## src/rtl/acc_ctrl_pkg.sv

```systemverilog
// ============================================================================
// Module  : acc_ctrl_pkg
// Brief   : Register map, bit indices and FSM state type for acc_ctrl.
// Revision: 1.0
// ============================================================================
`default_nettype none

package acc_ctrl_pkg;

    localparam logic [1:0] OFF_CTRL    = 2'd0;
    localparam logic [1:0] OFF_STATUS  = 2'd1;
    localparam logic [1:0] OFF_CYCLES  = 2'd2;
    localparam logic [1:0] OFF_TIMEOUT = 2'd3;

    localparam int CTRL_START_BIT  = 0;
    localparam int CTRL_IRQ_EN_BIT = 1;
    localparam int CTRL_ABORT_BIT  = 2;

    localparam int STAT_BUSY_BIT    = 0;
    localparam int STAT_DONE_BIT    = 1;
    localparam int STAT_TIMEOUT_BIT = 2;
    localparam int STAT_ABORTED_BIT = 3;

    localparam logic [31:0] TIMEOUT_DEFAULT_C = 32'd4096;

    typedef enum logic [1:0] {
        IDLE  = 2'd0,
        START = 2'd1,
        RUN   = 2'd2
    } acc_state_e;

endpackage

`default_nettype wire

```

## src/rtl/acc_ctrl_regs.sv

```systemverilog
// ============================================================================
// Module  : acc_ctrl_regs
// Brief   : Register page: decode, byte-lane writes, W1C status, read mux.
// Revision: 1.0
// ============================================================================
`default_nettype none

module acc_ctrl_regs
    import acc_ctrl_pkg::*;
#(
    parameter int                    ADDR_WIDTH      = 15,
    parameter logic [ADDR_WIDTH-1:0] REG_BASE        = 15'h0400,
    parameter logic [31:0]           TIMEOUT_DEFAULT = TIMEOUT_DEFAULT_C
) (
    input  logic                  clk,
    input  logic                  rst_i,
    input  logic                  en_i,
    input  logic [ADDR_WIDTH-1:0] addr_i,
    input  logic [31:0]           wdata_i,
    input  logic                  we_i,
    input  logic [3:0]            be_i,
    input  logic                  busy_i,
    input  logic [31:0]           cycles_i,
    input  logic                  set_done_i,
    input  logic                  set_timeout_i,
    input  logic                  set_aborted_i,
    output logic                  start_req_o,
    output logic                  abort_req_o,
    output logic [31:0]           timeout_val_o,
    output logic [31:0]           rdata_o,
    output logic                  irq_o
);

    logic        hit;
    logic [1:0]  off;
    logic        wr_ctrl;
    logic        wr_status;
    logic        wr_timeout;
    logic        unused_addr_lsb;

    logic        irq_en_q,  irq_en_d;
    logic        done_q,    done_d;
    logic        tmo_q,     tmo_d;
    logic        abrt_q,    abrt_d;
    logic [31:0] tval_q,    tval_d;
    logic [31:0] rdata_q,   rdata_d;
    logic [31:0] rd_word;

    assign hit             = en_i && (addr_i[ADDR_WIDTH-1:4] == REG_BASE[ADDR_WIDTH-1:4]);
    assign off             = addr_i[3:2];
    assign unused_addr_lsb = ^addr_i[1:0];

    assign wr_ctrl    = hit && we_i && (off == OFF_CTRL) && be_i[0];
    assign wr_status  = hit && we_i && (off == OFF_STATUS) && be_i[0];
    assign wr_timeout = hit && we_i && (off == OFF_TIMEOUT);

    assign start_req_o   = wr_ctrl && wdata_i[CTRL_START_BIT];
    assign abort_req_o   = wr_ctrl && wdata_i[CTRL_ABORT_BIT];
    assign timeout_val_o = tval_q;
    assign rdata_o       = rdata_q;
    assign irq_o         = irq_en_q && (done_q || tmo_q || abrt_q);

    always_comb begin
        rd_word = '0;
        case (off)
            OFF_CTRL:   rd_word[CTRL_IRQ_EN_BIT] = irq_en_q;
            OFF_STATUS: begin
                rd_word[STAT_BUSY_BIT]    = busy_i;
                rd_word[STAT_DONE_BIT]    = done_q;
                rd_word[STAT_TIMEOUT_BIT] = tmo_q;
                rd_word[STAT_ABORTED_BIT] = abrt_q;
            end
            OFF_CYCLES:  rd_word = cycles_i;
            default:     rd_word = tval_q;
        endcase
    end

    always_comb begin
        irq_en_d = irq_en_q;
        tval_d   = tval_q;
        rdata_d  = rdata_q;
        if (wr_ctrl) begin
            irq_en_d = wdata_i[CTRL_IRQ_EN_BIT];
        end
        // A flag being set in the same cycle it is cleared stays set.
        done_d = (done_q && !(wr_status && wdata_i[STAT_DONE_BIT])) || set_done_i;
        tmo_d  = (tmo_q  && !(wr_status && wdata_i[STAT_TIMEOUT_BIT])) || set_timeout_i;
        abrt_d = (abrt_q && !(wr_status && wdata_i[STAT_ABORTED_BIT])) || set_aborted_i;
        if (wr_timeout) begin
            for (int b = 0; b < 4; b++) begin
                if (be_i[b]) begin
                    tval_d[8*b +: 8] = wdata_i[8*b +: 8];
                end
            end
        end
        if (hit && !we_i) begin
            rdata_d = rd_word;
        end
    end

    always_ff @(posedge clk or posedge rst_i) begin
        if (rst_i) begin
            irq_en_q <= 1'b0;
            done_q   <= 1'b0;
            tmo_q    <= 1'b0;
            abrt_q   <= 1'b0;
            tval_q   <= TIMEOUT_DEFAULT;
            rdata_q  <= '0;
        end else begin
            irq_en_q <= irq_en_d;
            done_q   <= done_d;
            tmo_q    <= tmo_d;
            abrt_q   <= abrt_d;
            tval_q   <= tval_d;
            rdata_q  <= rdata_d;
        end
    end

endmodule

`default_nettype wire

```

## src/rtl/acc_ctrl.sv

```systemverilog
// ============================================================================
// Module  : acc_ctrl
// Brief   : Accelerator run sequencer: start pulse, run FSM, cycle counter.
// Revision: 1.0
// ============================================================================
`default_nettype none

module acc_ctrl
    import acc_ctrl_pkg::*;
#(
    parameter int                    ADDR_WIDTH      = 15,
    parameter logic [ADDR_WIDTH-1:0] REG_BASE        = 15'h0400,
    parameter logic [31:0]           TIMEOUT_DEFAULT = TIMEOUT_DEFAULT_C
) (
    input  logic                  clk,
    input  logic                  rst_i,
    input  logic                  en_i,
    input  logic [ADDR_WIDTH-1:0] addr_i,
    input  logic [31:0]           wdata_i,
    input  logic                  we_i,
    input  logic [3:0]            be_i,
    output logic [31:0]           rdata_o,
    output logic                  acc_start_o,
    input  logic                  acc_done_i,
    output logic                  buf_lock_o,
    output logic                  irq_o
);

    acc_state_e  state_q, state_d;
    logic [31:0] cycles_q, cycles_d;
    logic        set_done, set_tmo, set_abrt;
    logic        start_req, abort_req;
    logic [31:0] timeout_val;
    logic        busy;

    assign busy        = (state_q != IDLE);
    assign buf_lock_o  = busy;
    assign acc_start_o = (state_q == START);

    acc_ctrl_regs #(
        .ADDR_WIDTH      (ADDR_WIDTH),
        .REG_BASE        (REG_BASE),
        .TIMEOUT_DEFAULT (TIMEOUT_DEFAULT)
    ) u_regs (
        .clk           (clk),
        .rst_i         (rst_i),
        .en_i          (en_i),
        .addr_i        (addr_i),
        .wdata_i       (wdata_i),
        .we_i          (we_i),
        .be_i          (be_i),
        .busy_i        (busy),
        .cycles_i      (cycles_q),
        .set_done_i    (set_done),
        .set_timeout_i (set_tmo),
        .set_aborted_i (set_abrt),
        .start_req_o   (start_req),
        .abort_req_o   (abort_req),
        .timeout_val_o (timeout_val),
        .rdata_o       (rdata_o),
        .irq_o         (irq_o)
    );

    // Exit priority in START/RUN is done > abort > timeout.
    always_comb begin
        state_d  = state_q;
        cycles_d = cycles_q;
        set_done = 1'b0;
        set_tmo  = 1'b0;
        set_abrt = 1'b0;
        case (state_q)
            IDLE: begin
                if (start_req && abort_req) begin
                    set_abrt = 1'b1;
                end else if (start_req) begin
                    state_d  = START;
                    cycles_d = 32'd1;
                end
            end
            START: begin
                if (acc_done_i) begin
                    state_d  = IDLE;
                    set_done = 1'b1;
                end else if (abort_req) begin
                    state_d  = IDLE;
                    set_abrt = 1'b1;
                end else begin
                    state_d = RUN;
                end
            end
            RUN: begin
                if (acc_done_i) begin
                    state_d  = IDLE;
                    set_done = 1'b1;
                end else if (abort_req) begin
                    state_d  = IDLE;
                    set_abrt = 1'b1;
                end else if ((timeout_val != 32'd0) && (cycles_q >= timeout_val)) begin
                    state_d = IDLE;
                    set_tmo = 1'b1;
                end else if (cycles_q != 32'hFFFF_FFFF) begin
                    cycles_d = cycles_q + 32'd1;
                end
            end
            default: state_d = IDLE;
        endcase
    end

    always_ff @(posedge clk or posedge rst_i) begin
        if (rst_i) begin
            state_q  <= IDLE;
            cycles_q <= '0;
        end else begin
            state_q  <= state_d;
            cycles_q <= cycles_d;
        end
    end

endmodule

`default_nettype wire

```

## config.mk

```make
export PLATFORM = sky130hd
export DESIGN_NAME = acc_ctrl
export DESIGN_NICKNAME = d
export VERILOG_FILES = /design/src/rtl/acc_ctrl_pkg.sv /design/src/rtl/acc_ctrl_regs.sv /design/src/rtl/acc_ctrl.sv
export SDC_FILE = /design/constraint.sdc
export NUM_CORES = 1
export LEC_CHECK = 0
export CAP_MARGIN = 10
export CORE_ASPECT_RATIO = 2
export CORE_UTILIZATION = 50
export CTS_BUF_LIST = sky130_fd_sc_hd__clkbuf_4 sky130_fd_sc_hd__clkbuf_8 sky130_fd_sc_hd__clkbuf_16
export DETAILED_ROUTE_END_ITERATION = 8
export PLACE_DENSITY = 0.73
export SYNTH_ARGS = -nofsm -noshare
export SYNTH_HDL_FRONTEND = slang
export SYNTH_HIERARCHICAL = 1
export SYNTH_SLANG_ARGS = --single-unit
export TNS_END_PERCENT = 1
```

## constraint.sdc

```tcl
create_clock -name clk -period 2.8 [get_ports clk]
set_clock_uncertainty 0.1 [all_clocks]
set_input_delay 0.56 -clock clk [delete_from_list [all_inputs] [get_ports clk]]
set_output_delay 0.56 -clock clk [all_outputs]
set_load 0.01 [all_outputs]
```

# == Word level (Yosys, flattened, before mapping) ==
# Index checks and enable logic that the tools add are counted.
# word_totals
ff_bits,102
latchBits,0
romBits,0
memories,0
elab_cells,97
input_bits,56
mem_bits_rw,0
# classes
n_shift,0
n_div,0
n_reduce_logical,41
n_addsub,1
n_bitwise,0
multipliers,0
eq_ne,14
n_mux,29
order_cmp,1
# ops
cell,count
$mux W32,6
$pmux W32 S2,1
$pmux W28 S2,1
$add A32 B1 Y32 const B,1
$ge A32 B32 Y1,1
$ne A32 B32 Y1 const B,1
$reduce_bool A32 Y1,1
$logic_and A1 B1 Y1,19
$mux W2,7
$ne A2 B2 Y1 const B,6
$pmux W2 S3,2
$eq A11 B7 Y1 const B,1
$mux W1,9
$reduce_and A2 Y1,4
$reduce_and A7 Y1,1
$eq A2 B2 Y1 const B,3
$pmux W1 S3,2
$logic_or A1 B1 Y1,5
$eq A2 B1 Y1 const B,2
$logic_not A1 Y1,4
$logic_not A2 Y1,2
$ne A4 B4 Y1 const B,1
$reduce_bool A2 Y1,2
$reduce_or A2 Y1,2
2 further kinds,2

# == Logic depth before layout (Yosys ltp) ==
# logic_depth
word_depth,10
mapped_depth,12
mapped_depth_nobuf,10

# == Cells and area by module ==
# Netlist, hierarchy kept.
# by_module_without_submodules
mod,n_inst,area_per_inst_um2,cells_each
acc_ctrl_regs,1,3337.0,241
acc_ctrl,1,3135.5,405

# == Worst setup path after synthesis ==
# OpenSTA, ideal clock, no wires.
# synth_path
path_type,input to register
startpoint,input port addr_i[13]
endpoint,register cycles_q[0]
t_required_ns,2.573
slack_ns,-0.423
cell_stages,11
arrival_ns,2.995
cell_sequence,or4b_1 -> buf_6 -> nor4_1 -> and2_1 -> inv_2 -> a21oi_2 -> or3_1 -> clkbuf_1 -> clkbuf_1 -> nand2_1 -> mux2_1
# synth_between
elab_chain_len,9
word_cells_on_any_way,12
# synth_lines
item,line_no,source
"start, declared",acc_ctrl.sv:18,"input logic [ADDR_WIDTH-1:0] addr_i,"
$eq A11 B7 Y1 (*),acc_ctrl_regs.sv:49,assign hit = en_i && (addr_i[ADDR_WIDTH-1:4] == REG_BASE[ADDR_WIDTH-1:4]);
$logic_and A1 B1 Y1 (*),acc_ctrl_regs.sv:49,
$logic_and A1 B1 Y1 (*) (3 in a row),acc_ctrl_regs.sv:53,assign wr_ctrl = hit && we_i && (off == OFF_CTRL) && be_i[0];
$logic_and A1 B1 Y1 (*),acc_ctrl_regs.sv:58,assign abort_req_o = wr_ctrl && wdata_i[CTRL_ABORT_BIT];
named net abort_req,acc_ctrl.sv:32,"logic start_req, abort_req;"
$logic_and A1 B1 Y1,acc_ctrl.sv:73,if (start_req && abort_req) begin
$ne A2 B2 Y1 (no line),-,
$reduce_and A7 Y1 (no line) (*),-,
"end signal, assigned",acc_ctrl.sv:115,cycles_q <= cycles_d;
"end, declared",acc_ctrl.sv:30,"logic [31:0] cycles_q, cycles_d;"
# The timed path passes the listed nets; every way through them passes the cells marked *.
# A chain may end at the register's enable or synchronous reset.

# == Worst setup path in the final report ==
# layout_path
startpoint,input port addr_i[13]
endpoint,register cycles_q[22]
# Same word-level chain as after synthesis.

==> results.ini <==
[sta]
fin_crit_ps=2800
finalMaxSlewViolations=0
finalCritPeriodShare_pct=100
rsz0062_at_grt=true
setup_ws_ps=-3.85
tns_ps=-5.18
setup_viol=2
fmax_ghz=0.357
hold_viol=0
worst_pin_slew_ps=593
relSlewSlack_pct=60.4

[floorplan]
die_h_um=163
core_area_sq_um=12600
initial_utilization_pct=51.3
num_rows=58
die_w_um=82.5
fp.dieArea_sq_um=13400
pin_count=91

[place]
gp_congestion=0.932
dp_hpwl_mm=14.5
placed_cell_area_sq_um=8090
place_ws_ps=-705
io_buffers=88

[critical_path]
critical_path.startpoint=addr_i[13]
crit_type=in2reg
start_kind=primary input
cp.required_ps=2930
end_kind=flop
worst-r2r-cell-count=11
arrival_ps=2940
worstReg2RegStart=cycles_q[0]$_DFFE_PP0P_
path_max_fanout=7

[clock_tree]
cts_tree=done
clock_path_buffers=2
clk_pin_slew_ps=70
clkSinkCount=102
h-tree-depth=3
ctsHoldBuffers=0
clock_latency_ps=350
root_buffer=clkbuf_16
cts_buffers=9

[global_routing]
grt_max_degree=48
grt_pass1_wl_mm=31.5
grt_use_total_pct=31.4
grt_pass1_vias=6225
overflow=0
antenna_found_initial=0

[synthesis]
async_reset_ff_share_pct=100
synth_seq_cells=102
syn_area_per_cell_sq_um=10.0
ys_seq_area_share_pct=39.5
syn_nets=739
synthFlopType=dfrtp_1
netlist_area_sq_um=6470
ys_warn_count=6
synth_edf_count=0
ys_types=64
synthCells=646

[flow_run]
drv_cap=0

[run_status]
violations=negative setup slack
outcome=finished, violations left

[power]
peakVddDrop_uv=347
pwr_density_cell_nw_per_um2=399
power_leakage_nw=3.99

[cells_and_area]
final_cell_mix=dfrtp_1, buf_4, clkdlybuf4s50_1
synthToLayoutAreaGrowth_pct=35.9
layout_commonest_cell=dfrtp_1
n_antenna_cell=0
final_nets=899
n_fill_cell=913
drive_gt1_share_pct=29.1
design_area_sq_um=8800

[worst_hold_path]
hold_depth=1
hold_class=reg2reg
min_from=u_regs/rdata_o[14]$_DFFE_PP0P_

[drt]
vias=5993
drt_first_pass_iters=5
via_per_inst=6.24
wl_mm=20.2
antenna_left=0
wl_per_cell_um=21.0
drc_errors=0
drtIter0Drc=371

-- power breakdown --
part / leakage (nW) / switching, mW / internal [mW]
Sequential: 1.41 / 0.0360 / 1.50
Combinational: 2.42 / 0.303 / 0.280
Clock: 0.155 / 0.564 / 0.820
Total: 3.99 / 0.903 / 2.60
-- through the flow --
| stage | hold slack (ps) | cells | power (mW) | utilization [%] |
|---|---|---|---|---|
| detailed placement | 403 | 928 | 2.08 | 64.1 |
| global placement | 392 | 928 | 2.06 | 64.1 |
| floorplan | 399 | 646 | 1.82 | - |
| CTS | 417 | 952 | 3.47 | 68.1 |
| finish | 414 | 961 | 3.51 | 69.7 |
| global route | 429 | 961 | 3.63 | 69.7 |
-- sequential cells by signal (all words and copies together), names as in the netlist --
signal,count
cycles_q,32
u_regs/rdata_o,32
u_regs/timeout_val_o,32
state_q,2
u_regs/abrt_q,1
u_regs/done_q,1
u_regs/irq_en_q,1
u_regs/tmo_q,1
-- critical path: stages --
cell and delay, ps:
clkbuf_2 80, or4b_4 560, nor4_4 460, buf_4 190, and2_4 150, inv_4 40, a21oi_4 170, buf_6 130
nor2_4 30, and3_4 210, buf_12 150, a41o_1 200
-- final timing paths --
kind                                                   endpoint  slack, ps
max in group asynchronous  u_regs/timeout_val_o[28]$_DFFE_PP0P_       1470
setup / recovery                       cycles_q[22]$_DFFE_PP0P_         -4
hold / removal                   u_regs/rdata_o[14]$_DFFE_PP0P_        410
setup reg to reg                       cycles_q[25]$_DFFE_PP0P_         70
min in group asynchronous         u_regs/rdata_o[6]$_DFFE_PP0P_        500
hold reg to reg                  u_regs/rdata_o[14]$_DFFE_PP0P_        410
-- per-layer routing --
metal | track usage, % | share of wire, %
met3 | 5.27 | 5.7
met2 | 53.2 | 51
met5 | 0 | 0
met1 | 35.7 | 37
met4 | 18.7 | 6.1
-- Yosys cell counts, drive strengths merged (9+ instances only) --
library cell / n / area share, %
nand2: 64 / 3.7
dfrtp: 101 / 39
buf: 14 / 1.4
nor2b: 29 / 2.8
o21ai: 28 / 2.2
a21oi: 18 / 1.4
clkbuf: 21 / 1.2
nor2: 19 / 1.2
nand4: 14 / 1.4
nor4: 33 / 4.1
inv: 47 / 2.7
ha: 37 / 7.2
nor3: 9 / 0.77
a31oi: 9 / 0.87
a32oi: 14 / 1.9
nand3: 14 / 1.1
mux2: 69 / 12
mux2i: 30 / 4.6
-- layout make-up --
type                    count  area (sq um)  share of cell area [%]
well taps                 150           188                    2.13
repair buffers            184          1790                    20.3
clock buffers              11           246                    2.80
inverters                  47           179                    2.03
multi-input cells         462          3760                    42.7
clock inverters             5          83.8                   0.953
flip-flops and latches    102          2550                    29.0
-- repair_timing --
item,CTS,global route
buffers inserted,5,7
gates cloned,3,2
pin swaps,14,17
gates resized for setup,39,40
endpoints found under the setup margin,34,33
-- logic make-up (layout without fill, tap and decap cells) --
group,count (synthesis),count (layout),share of synthesized area [%]
DFF,102,102,39.5
muxes,100,100,17.5
buffers and inverters,82,247,5.37
adders and majority gates,37,37,7.15
AOI/OAI and AO/OA,106,106,11.1
and+or+nand+nor,219,219,19.4
(Power assumes the default switching activity.)
